===== src/rtl/reg_if_pkg.sv =====
// Shared types and constants for the register-interface arbiter.
//   ADDR_W / DATA_W : downstream register bus widths
//   state_t         : arbiter FSM encoding
//   req_t           : one buffered master request
package reg_if_pkg;

    localparam int unsigned ADDR_W = 21;
    localparam int unsigned DATA_W = 16;

    localparam logic [DATA_W-1:0] TIMEOUT_DATA_DEF = 16'hDEAD;

    typedef enum logic {
        IDLE  = 1'b0,
        ISSUE = 1'b1
    } state_t;

    typedef struct packed {
        logic              we;
        logic [ADDR_W-1:0] addr;
        logic [DATA_W-1:0] wdata;
    } req_t;

endpackage


===== src/rtl/reg_if_arbiter_if.sv =====
// Bundle of the arbiter's request, response and downstream register bus.
//   slave  : arbiter view (takes requests, drives reg_if_* downstream)
//   master : environment view (issues requests, models the register file)
interface reg_if_arbiter_if
    import reg_if_pkg::*;
#(
    parameter int unsigned N = 2
);

    logic                  enable;
    logic [N-1:0]          req_valid;
    logic [N-1:0]          req_we;
    logic [N*ADDR_W-1:0]   req_addr;
    logic [N*DATA_W-1:0]   req_wdata;
    logic [N-1:0]          req_busy;
    logic [N-1:0]          req_drop;
    logic [DATA_W-1:0]     resp_rdata;
    logic [N-1:0]          resp_ready;
    logic [N-1:0]          resp_err;
    logic [ADDR_W-1:0]     reg_if_addr;
    logic [DATA_W-1:0]     reg_if_wdata;
    logic                  reg_if_valid;
    logic                  reg_if_we;
    logic [DATA_W-1:0]     reg_if_rdata;
    logic                  reg_if_ready;

    modport slave (
        input  enable, req_valid, req_we, req_addr, req_wdata,
        input  reg_if_rdata, reg_if_ready,
        output req_busy, req_drop, resp_rdata, resp_ready, resp_err,
        output reg_if_addr, reg_if_wdata, reg_if_valid, reg_if_we
    );

    modport master (
        output enable, req_valid, req_we, req_addr, req_wdata,
        output reg_if_rdata, reg_if_ready,
        input  req_busy, req_drop, resp_rdata, resp_ready, resp_err,
        input  reg_if_addr, reg_if_wdata, reg_if_valid, reg_if_we
    );

endinterface


===== src/rtl/rr_arbiter.sv =====
// Combinational round-robin pick: first pending index after i_last_grant, mod N.
//   i_pending    : per-master pending flags
//   i_last_grant : index of the most recently granted master
//   o_grant_c    : one-hot grant, all zero when nothing is pending
module rr_arbiter #(
    parameter int unsigned N   = 2,
    parameter int unsigned LGW = 1
) (
    input  logic [N-1:0]   i_pending,
    input  logic [LGW-1:0] i_last_grant,
    output logic [N-1:0]   o_grant_c
);

    logic [LGW-1:0] w_idx;
    logic           w_found;

    // Walk the N positions starting just after the last grant; first hit wins.
    always_comb begin
        o_grant_c = '0;
        w_found   = 1'b0;
        w_idx     = '0;
        for (int k = 1; k <= int'(N); k++) begin
            w_idx = LGW'((int'(i_last_grant) + k) % int'(N));
            if (!w_found && i_pending[w_idx]) begin
                o_grant_c[w_idx] = 1'b1;
                w_found          = 1'b1;
            end
        end
    end

endmodule


===== src/rtl/reg_if_arbiter.sv =====
// Shares one internal register interface between N register masters.
// One request slot per master, round-robin grant, downstream request held
// until ready or timeout, per-master completion/error pulses.
//   clk_25m, rst_n : clock, async active-low reset
//   bus            : request/response/downstream bundle (slave modport)
module reg_if_arbiter
    import reg_if_pkg::*;
#(
    parameter int unsigned       N            = 2,
    parameter int unsigned       TIMEOUT_CYC  = 64,
    parameter logic [DATA_W-1:0] TIMEOUT_DATA = TIMEOUT_DATA_DEF
) (
    input  logic              clk_25m,
    input  logic              rst_n,
    reg_if_arbiter_if.slave   bus
);

    localparam int unsigned LGW   = (N > 1) ? $clog2(N) : 1;
    localparam int unsigned CNT_W = (TIMEOUT_CYC > 1) ? $clog2(TIMEOUT_CYC) : 1;
    localparam logic [CNT_W-1:0] CNT_LAST = CNT_W'(TIMEOUT_CYC - 1);

    state_t              r_state;
    logic [N-1:0]        r_slot_vld;
    req_t                r_slot [N];
    logic [LGW-1:0]      r_last_grant;
    logic [CNT_W-1:0]    r_cnt;
    logic [N-1:0]        r_req_drop;
    logic [DATA_W-1:0]   r_resp_rdata;
    logic [N-1:0]        r_resp_ready;
    logic [N-1:0]        r_resp_err;
    logic [ADDR_W-1:0]   r_reg_addr;
    logic [DATA_W-1:0]   r_reg_wdata;
    logic                r_reg_valid;
    logic                r_reg_we;

    req_t                w_req [N];
    logic [N-1:0]        w_grant;
    logic [LGW-1:0]      w_win;
    logic                w_timeout;

    // Unpack the flattened per-master request buses.
    always_comb begin
        for (int i = 0; i < int'(N); i++) begin
            w_req[i].we    = bus.req_we[i];
            w_req[i].addr  = bus.req_addr[i*ADDR_W +: ADDR_W];
            w_req[i].wdata = bus.req_wdata[i*DATA_W +: DATA_W];
        end
    end

    rr_arbiter #(
        .N   (N),
        .LGW (LGW)
    ) u_rr_arbiter (
        .i_pending    (r_slot_vld),
        .i_last_grant (r_last_grant),
        .o_grant_c    (w_grant)
    );

    // One-hot grant to index.
    always_comb begin
        w_win = '0;
        for (int i = 0; i < int'(N); i++) begin
            if (w_grant[i]) begin
                w_win = LGW'(i);
            end
        end
    end

    assign w_timeout = (r_cnt == CNT_LAST);

    // Slot capture, FSM, timeout counter and all registered outputs.
    // The current grant's slot stays occupied until completion, so a new
    // request on the in-flight port is dropped by the same "slot full" test.
    always_ff @(posedge clk_25m or negedge rst_n) begin
        if (!rst_n) begin
            r_state      <= IDLE;
            r_slot_vld   <= '0;
            for (int i = 0; i < int'(N); i++) begin
                r_slot[i] <= '0;
            end
            r_last_grant <= LGW'(N - 1);
            r_cnt        <= '0;
            r_req_drop   <= '0;
            r_resp_rdata <= '0;
            r_resp_ready <= '0;
            r_resp_err   <= '0;
            r_reg_addr   <= '0;
            r_reg_wdata  <= '0;
            r_reg_valid  <= 1'b0;
            r_reg_we     <= 1'b0;
        end else if (!bus.enable) begin
            // Synchronous flush: in-flight access abandoned without a response.
            r_state      <= IDLE;
            r_slot_vld   <= '0;
            for (int i = 0; i < int'(N); i++) begin
                r_slot[i] <= '0;
            end
            r_last_grant <= LGW'(N - 1);
            r_cnt        <= '0;
            r_req_drop   <= '0;
            r_resp_rdata <= '0;
            r_resp_ready <= '0;
            r_resp_err   <= '0;
            r_reg_addr   <= '0;
            r_reg_wdata  <= '0;
            r_reg_valid  <= 1'b0;
            r_reg_we     <= 1'b0;
        end else begin
            r_req_drop   <= '0;
            r_resp_ready <= '0;
            r_resp_err   <= '0;

            for (int i = 0; i < int'(N); i++) begin
                if (bus.req_valid[i]) begin
                    if (r_slot_vld[i]) begin
                        r_req_drop[i] <= 1'b1;
                    end else begin
                        r_slot_vld[i] <= 1'b1;
                        r_slot[i]     <= w_req[i];
                    end
                end
            end

            case (r_state)
                IDLE: begin
                    if (|r_slot_vld) begin
                        r_state      <= ISSUE;
                        r_reg_valid  <= 1'b1;
                        r_reg_we     <= r_slot[w_win].we;
                        r_reg_addr   <= r_slot[w_win].addr;
                        r_reg_wdata  <= r_slot[w_win].we ? r_slot[w_win].wdata : '0;
                        r_last_grant <= w_win;
                        r_cnt        <= '0;
                    end
                end
                ISSUE: begin
                    // Ready takes priority over a coincident timeout.
                    if (bus.reg_if_ready || w_timeout) begin
                        r_state                    <= IDLE;
                        r_reg_valid                <= 1'b0;
                        r_reg_we                   <= 1'b0;
                        r_slot_vld[r_last_grant]   <= 1'b0;
                        r_resp_ready[r_last_grant] <= 1'b1;
                        r_resp_err[r_last_grant]   <= !bus.reg_if_ready;
                        if (r_reg_we) begin
                            r_resp_rdata <= '0;
                        end else if (bus.reg_if_ready) begin
                            r_resp_rdata <= bus.reg_if_rdata;
                        end else begin
                            r_resp_rdata <= TIMEOUT_DATA;
                        end
                    end else begin
                        r_cnt <= r_cnt + 1'b1;
                    end
                end
                default: r_state <= IDLE;
            endcase
        end
    end

    assign bus.req_busy     = r_slot_vld;
    assign bus.req_drop     = r_req_drop;
    assign bus.resp_rdata   = r_resp_rdata;
    assign bus.resp_ready   = r_resp_ready;
    assign bus.resp_err     = r_resp_err;
    assign bus.reg_if_addr  = r_reg_addr;
    assign bus.reg_if_wdata = r_reg_wdata;
    assign bus.reg_if_valid = r_reg_valid;
    assign bus.reg_if_we    = r_reg_we;

endmodule

===== src/flat_wrapper.sv =====
// flat-port wrapper written by rule: the top's interface ports become plain ports
module reg_if_arbiter_flat import reg_if_pkg::*;
#(
    parameter int unsigned       N            = 2,
    parameter int unsigned       TIMEOUT_CYC  = 64,
    parameter logic [DATA_W-1:0] TIMEOUT_DATA = TIMEOUT_DATA_DEF
)
  (clk_25m, rst_n, bus_enable, bus_req_valid, bus_req_we, bus_req_addr, bus_req_wdata, bus_reg_if_rdata, bus_reg_if_ready, bus_req_busy, bus_req_drop, bus_resp_rdata, bus_resp_ready, bus_resp_err, bus_reg_if_addr, bus_reg_if_wdata, bus_reg_if_valid, bus_reg_if_we);
  reg_if_arbiter_if #(.N(N)) bus_i ();
  input  logic clk_25m;
  input  logic rst_n;
  input wire logic [$bits(bus_i.enable)-1:0] bus_enable;
  input wire logic [$bits(bus_i.req_valid)-1:0] bus_req_valid;
  input wire logic [$bits(bus_i.req_we)-1:0] bus_req_we;
  input wire logic [$bits(bus_i.req_addr)-1:0] bus_req_addr;
  input wire logic [$bits(bus_i.req_wdata)-1:0] bus_req_wdata;
  input wire logic [$bits(bus_i.reg_if_rdata)-1:0] bus_reg_if_rdata;
  input wire logic [$bits(bus_i.reg_if_ready)-1:0] bus_reg_if_ready;
  output wire logic [$bits(bus_i.req_busy)-1:0] bus_req_busy;
  output wire logic [$bits(bus_i.req_drop)-1:0] bus_req_drop;
  output wire logic [$bits(bus_i.resp_rdata)-1:0] bus_resp_rdata;
  output wire logic [$bits(bus_i.resp_ready)-1:0] bus_resp_ready;
  output wire logic [$bits(bus_i.resp_err)-1:0] bus_resp_err;
  output wire logic [$bits(bus_i.reg_if_addr)-1:0] bus_reg_if_addr;
  output wire logic [$bits(bus_i.reg_if_wdata)-1:0] bus_reg_if_wdata;
  output wire logic [$bits(bus_i.reg_if_valid)-1:0] bus_reg_if_valid;
  output wire logic [$bits(bus_i.reg_if_we)-1:0] bus_reg_if_we;
  assign bus_i.enable = bus_enable;
  assign bus_i.req_valid = bus_req_valid;
  assign bus_i.req_we = bus_req_we;
  assign bus_i.req_addr = bus_req_addr;
  assign bus_i.req_wdata = bus_req_wdata;
  assign bus_i.reg_if_rdata = bus_reg_if_rdata;
  assign bus_i.reg_if_ready = bus_reg_if_ready;
  assign bus_req_busy = bus_i.req_busy;
  assign bus_req_drop = bus_i.req_drop;
  assign bus_resp_rdata = bus_i.resp_rdata;
  assign bus_resp_ready = bus_i.resp_ready;
  assign bus_resp_err = bus_i.resp_err;
  assign bus_reg_if_addr = bus_i.reg_if_addr;
  assign bus_reg_if_wdata = bus_i.reg_if_wdata;
  assign bus_reg_if_valid = bus_i.reg_if_valid;
  assign bus_reg_if_we = bus_i.reg_if_we;
  reg_if_arbiter #(.N(N), .TIMEOUT_CYC(TIMEOUT_CYC), .TIMEOUT_DATA(TIMEOUT_DATA)) u_core (.clk_25m(clk_25m), .rst_n(rst_n), .bus(bus_i));
endmodule

===== config.mk =====
export PLATFORM = sky130hd
export DESIGN_NAME = reg_if_arbiter_flat
export DESIGN_NICKNAME = d
export VERILOG_FILES = /design/src/rtl/reg_if_pkg.sv /design/src/rtl/reg_if_arbiter_if.sv /design/src/rtl/rr_arbiter.sv /design/src/rtl/reg_if_arbiter.sv /design/src/flat_wrapper.sv
export SDC_FILE = /design/constraint.sdc
export NUM_CORES = 1
export LEC_CHECK = 0
export ABC_CLOCK_PERIOD_IN_PS = 2300
export CAP_MARGIN = 20
export CORE_MARGIN = 1.5
export CORE_UTILIZATION = 49
export CTS_CLUSTER_DIAMETER = 30
export DETAILED_ROUTE_END_ITERATION = 16
export PLACE_DENSITY = 0.77
export SLEW_MARGIN = 20
export SYNTH_ARGS = -nofsm -noshare
export SYNTH_HDL_FRONTEND = slang
export SYNTH_SLANG_ARGS = --single-unit

===== constraint.sdc =====
create_clock -name clk_25m -period 2.3 [get_ports clk_25m]
set_input_delay 0.23 -clock clk_25m [delete_from_list [all_inputs] [get_ports clk_25m]]
set_output_delay 0.23 -clock clk_25m [all_outputs]
set_load 0.02 [all_outputs]

# After elaboration in Yosys (flattened, before gate mapping)
# Cells that the tools add are included.
# totals
regBits	147
in_bits	98
output_inout_bits	63
elab_cells	130
# op_classes
n_addsub	3
order_cmp	7
n_eq_ne	12
mux	70
bitwise_logic	6
reduce_logical	14
# ops
operator	count
$mux W38	7
$mux W16	9
$mux W76	1
$mux W21	3
$mux W1	28
$mux W2	12
$mux W6	3
$pmux W6 S2	1
$reduce_and A2 Y1	6
$ne A2 B1 Y1 const B	5
$add A6 B1 Y6 const B	1
$eq A6 B6 Y1 const B	1
$lt A1 B2 Y1 const B	3
$ne A2 B2 Y1 const B	3
$ne A3 B3 Y1 const B	2
$pmux W1 S2	3
$and A2 B2 Y2	2
$logic_and A1 B1 Y1	4
$demux W1 S1	3
$ge A1 B1 Y1 const B	3
$ne A3 B2 Y1 const B	1
$add A1 B1 Y1 const B	2
$ge A2 B2 Y1 const B	1
$logic_not A1 Y1	2
other kinds (6)	6

# Depth between registers and ports, before layout
# logic_depth
word_depth	17
depth_mapped	7
depth_no_buf	5

# By module
# A second synthesis with hierarchy kept.
# hier_totals
hier_cells	590
hier_area_um2	6134.6
# by_module_without_submodules
mod	n_inst	cells_per_inst	area_per_inst_um2
reg_if_arbiter	1	587	6115.9
rr_arbiter	1	3	18.8

# Worst setup path after synthesis
# Ideal clock, no wire load.
# synth_path
path_kind	register to register
startpoint	register u_core.r_last_grant
endpoint	register u_core.r_reg_wdata[0], in the netlist u_core.bus.reg_if_wdata[0]
setup_ns	0.127
arrival_ns	1.602
required_time_ns	2.173
path_slack_ns	0.571
stages_incl_launch_ff	8
path_buffers	3
period_less_slack_ns	1.729
path_cell_list	dfstp_2 > buf_2 > a21boi_2 > and3_1 > buf_2 > buf_4 > a222oi_1 > inv_1
# synth_between
elab_chain_cells	17
elab_cells_between_ends	31
cone_classes	add/sub (2); order compare (4); mux (19); bitwise (2); reduce/logical (4)
# synth_rtl
item	line	text
start: declaration	reg_if_arbiter.sv:25	logic [LGW-1:0] r_last_grant;
start signal: assignment	reg_if_arbiter.sv:81	r_last_grant <= LGW'(N - 1);
start signal: assignment	reg_if_arbiter.sv:98	r_last_grant <= LGW'(N - 1);
start signal: assignment	reg_if_arbiter.sv:132	r_last_grant <= w_win;
$add A1 B1 Y1	rr_arbiter.sv:23	w_idx = LGW'((int'(i_last_grant) + k) % int'(N));
$lt A1 B2 Y1 (not written as such) or $ge A1 B1 Y1 (tied branches)	rr_arbiter.sv:25	o_grant_c[w_idx] = 1'b1;
$logic_and A1 B1 Y1 (not written as such)	rr_arbiter.sv:25	
$mux W1 (not written as such)	rr_arbiter.sv:25	
$demux W1 S1	rr_arbiter.sv:25	
$mux W2	rr_arbiter.sv:24	if (!w_found && i_pending[w_idx]) begin
$or A2 B2 Y2 (no line)	--	
$mux W2 *	rr_arbiter.sv:24	
$mux W1 *	reg_if_arbiter.sv:63	if (w_grant[i]) begin
$not A1 Y2 (not written as such) *	reg_if_arbiter.sv:131	r_reg_wdata <= r_slot[w_win].we ? r_slot[w_win].wdata : '0;
$mux W38 (not written as such) * (3 in a row)	reg_if_arbiter.sv:131	
$mux W16 *	reg_if_arbiter.sv:131	
$mux W16 *	reg_if_arbiter.sv:126	if (|r_slot_vld) begin
$mux W16 *	reg_if_arbiter.sv:124	case (r_state)
$mux W16 *	reg_if_arbiter.sv:91	end else if (!bus.enable) begin
end signal: assignment	reg_if_arbiter.sv:131	
end: declaration	reg_if_arbiter.sv:32	logic [DATA_W-1:0] r_reg_wdata;
# Mark *: on every way between the ends. The rest lies on a longest branch, timed or not. The select of a mux whose other input is x is not followed.
# A chain may end at the register's enable or synchronous reset.

# Worst setup path in the final report
# layout_path
startpoint	register u_core.r_reg_we, in the netlist u_core.bus.reg_if_we
endpoint	output port bus_reg_if_we
# layout_rtl
item	line	text
start: declaration	reg_if_arbiter.sv:34	logic r_reg_we;
start signal: assignment	reg_if_arbiter.sv:129	r_reg_we <= r_slot[w_win].we;
end: declaration	flat_wrapper.sv:27	output wire logic [$bits(bus_i.reg_if_we)-1:0] bus_reg_if_we;
# No word-level cell between the ends.

==> qor.txt <==
outcome = finished, final reports clean
share of layout cells above drive strength 1 = 7.17%
fin crit share = 88.1%
Worst-Skew Late Latency = 0.41 ns
Cells after DPL = 907
crit path time final = 2.03 ns
Hold WC Path Type = in -> reg
Main synth FF type = dfrtp_1
Arrival @ worst endpoint = 1.80 ns
Clock Sinks = 147
Layout Nets = 854
final WL = 16100 um
initial antenna violation count = 2
H-tree depth = 4
WL/cell = 17.2 um
Post-Syn Nets = 705
Critical Path Source Type = register
Final Hold Violating Endpoints = 0
final setup fails = 0
DRC viols = 0
Avg Inst Size Synth = 10.3 um2
CTS tree = built
MaxCap Viol Count = 0
Synth top area share = 58.5%
cts bufs inserted = 17
# Post-CTS Setup Buffers = 0
Clock Path Buffers = 2
sequential area share after synthesis = 58.9%
GRT overflow = 0
number of top-level pins = 161
EDFF count, synth = 0
CP Class = reg -> out
Root Buffer = clkbuf_16
placed cell areas = 0.00802 mm2
Cell Rows = 41
ranking of synthesized cells by area = dfrtp_1 59%, nand2_1 9.4%, a21boi_0 6.9%
CTS Hold Bufs = 1
via count = 5179
vias per inst = 5.51
post_cts resized = 0
Slew HR = 48.3%
WP data required = 2.07 ns
CORE AREA = 0.0125 mm2
LEAKAGE = 0.00387 uW
ANT nets after route = 0
Max IR drop VDD = 0.596 mV
pin count of the biggest net entering global routing = 63
CP top delay family = buffers and inverters
total track usage = 25.4%
Die Span Y = 116 um
fin cells = 940
first-pass GRT wire length = 26000 um
Chip Width = 116 um
area growth from synthesis to layout = 38.2%
Final Max Tran Viols = 0
critical path, cell by cell = clkdlybuf4s50_1
Finished Cell Area = 0.00863 mm2
fmax = 493 MHz
worst clock skew = 0.00751 ns
synthesized area = 0.00624 mm2
slack of the critical path = 0.273 ns
clk slew on worst S/H paths = 0.05 ns
Buffers & Inverters on Critical Path = 1
Pre-Repair DR Iteration Count = 6
crit-path max FO = 14
gp weighted congestion = 0.822
FF+latch count, synth = 147
pwr/cell area = 742 mW/mm2
slowest cell on the critical path = clkdlybuf4s50_1
Critical Path End Type = output pin
Mapped Cells = 606
DR iter-0 viols = 472
pre-CTS setup slack = 0.487 ns
I/O Buffers = 160
unique cell type count in the Yosys netlist = 40
RSZ-0062 raised after global routing = no
asr flop ratio synth = 100%
vias in the first global route = 5182
Die Area = 0.0134 mm2
Post-DP HPWL = 10600 um
YS warnings = 0
final setup TNS = 0 ns
slew at the pin with the worst max-slew slack = 0.775 ns
leading area contributor after synthesis = dfrtp_1
CP peak stage delay = 0.71 ns
Initial Util = 49.9%
==> through the flow <==
stage | hold slack (ns) | total power, uW | util [%]
final | 0.279 | 6400 | 68.9
after floorplan | -0.0656 | 3210 | -
after detailed placement | 0.227 | 3660 | 64.1
after CTS | 0.259 | 6450 | 68.9
after global placement | 0.218 | 3640 | 64.1
after global routing | 0.285 | 6640 | 68.9
==> flip-flops by register name, indices dropped and copies added (netlist names), 6 cells and up <==
name	flops
u_core.r_cnt	6
u_core.r_slot	76
u_core.bus.resp_rdata	16
u_core.bus.reg_if_wdata	16
u_core.bus.reg_if_addr	21
==> path summary, 6_finish.rpt <==
kind,startpoint,endpoint,slack [ns],cells past startpoint
worst min register to register,u_core.bus.reg_if_addr[2],u_core.bus.reg_if_addr[2],0.48,2
worst max-delay path,u_core.bus.reg_if_we,bus_reg_if_we,0.27,1
worst max register to register,u_core.r_state,u_core.bus.reg_if_wdata[13],0.47,4
max in group asynchronous,rst_n,u_core.bus.reg_if_wdata[9],1.16,3
worst min-delay path,bus_enable,u_core.bus.req_busy[1],0.28,3
min in group asynchronous,rst_n,u_core.r_slot[63],0.34,2
==> worst min-delay path: stages <==
cell	delay [ns]
buf_2	0.23
o21ai_0	0.12
a21oi_1	0.05
==> per-layer routing <==
layer | track usage [%] | vias to the layer above | share of wire, %
li1 | - | 2380 | -
met1 | 34.8 | 2551 | 44
met2 | 39.5 | 221 | 46
met3 | 6.80 | 25 | 8.3
met4 | 9.11 | 2 | 1.7
met5 | 0 | - | 0.081
==> cells in the mapped netlist, types with 2 or more instances <==
library cell and instances:
a21boi_0 57, a21oi_1 16, a222oi_1 16, a22o_1 20, a32o_1 5, and2_1 3, and3_1 6, buf_1 3
buf_2 10, buf_4 3, clkbuf_1 28, dfrtp_1 146, inv_1 29, mux2i_1 22, nand2_1 157, nand3_1 12
nor2_1 4, nor2b_1 3, nor3_1 3, nor3b_1 2, o211ai_1 2, o21ai_0 40, or4_1 2
==> layout by cell type, fill, tap and decap left out, types with 2 or more instances in the layout <==
| cell | instances |
|---|---|
| o211ai_1 | 2 |
| buf_12 | 3 |
| clkinv_2 | 3 |
| a32o_1 | 5 |
| a21boi_0 | 57 |
| nor2b_1 | 2 |
| nor3b_1 | 2 |
| nor3_1 | 3 |
| or4_1 | 2 |
| nand2_1 | 157 |
| mux2i_1 | 22 |
| and2_1 | 3 |
| buf_4 | 11 |
| a22o_1 | 20 |
| bufinv_16 | 3 |
| nor2_1 | 4 |
| clkbuf_16 | 17 |
| clkdlybuf4s50_1 | 158 |
| a222oi_1 | 16 |
| inv_6 | 2 |
| clkinv_4 | 3 |
| nand3_1 | 12 |
| and3_1 | 6 |
| dfrtp_1 | 146 |
| inv_1 | 29 |
| a21oi_1 | 16 |
| o21ai_0 | 39 |
==> cells by family (layout without fill, tap and decap cells) <==
kind of cell | Yosys count | count (layout) | synth area share [%]
buffers and inverters | 74 | 235 | 4.95
AND/OR/NAND/NOR | 196 | 196 | 13.0
adder cells (fa/ha/maj) | 1 | 1 | 0.200
AO/OA/AOI/OAI | 165 | 165 | 19.2
flip-flops | 147 | 147 | 58.9
multiplexers | 23 | 23 | 3.71
other | 0 | 1 | 0
==> final cells by class <==
cell class / instances / area [um2]
repair buffers: 175 / 1750
diodes: 1 / 2.50
inverters: 29 / 109
clock inverters: 12 / 156
well taps: 172 / 215
flip-flops and latches: 147 / 3680
fillers: 963 / 3890
multi-input cells: 385 / 2270
clock buffers: 19 / 443
==> power by group <==
| part | leakage, uW | switching, uW | total, uW | internal [uW] |
|---|---|---|---|---|
| sequential | 0.00200 | 96.5 | 2810 | 2720 |
| combinational | 0.00158 | 424 | 805 | 381 |
| clock | 0.000294 | 1050 | 2780 | 1730 |
| total | 0.00387 | 1570 | 6400 | 4830 |
Power figures use the tool's default switching activity.
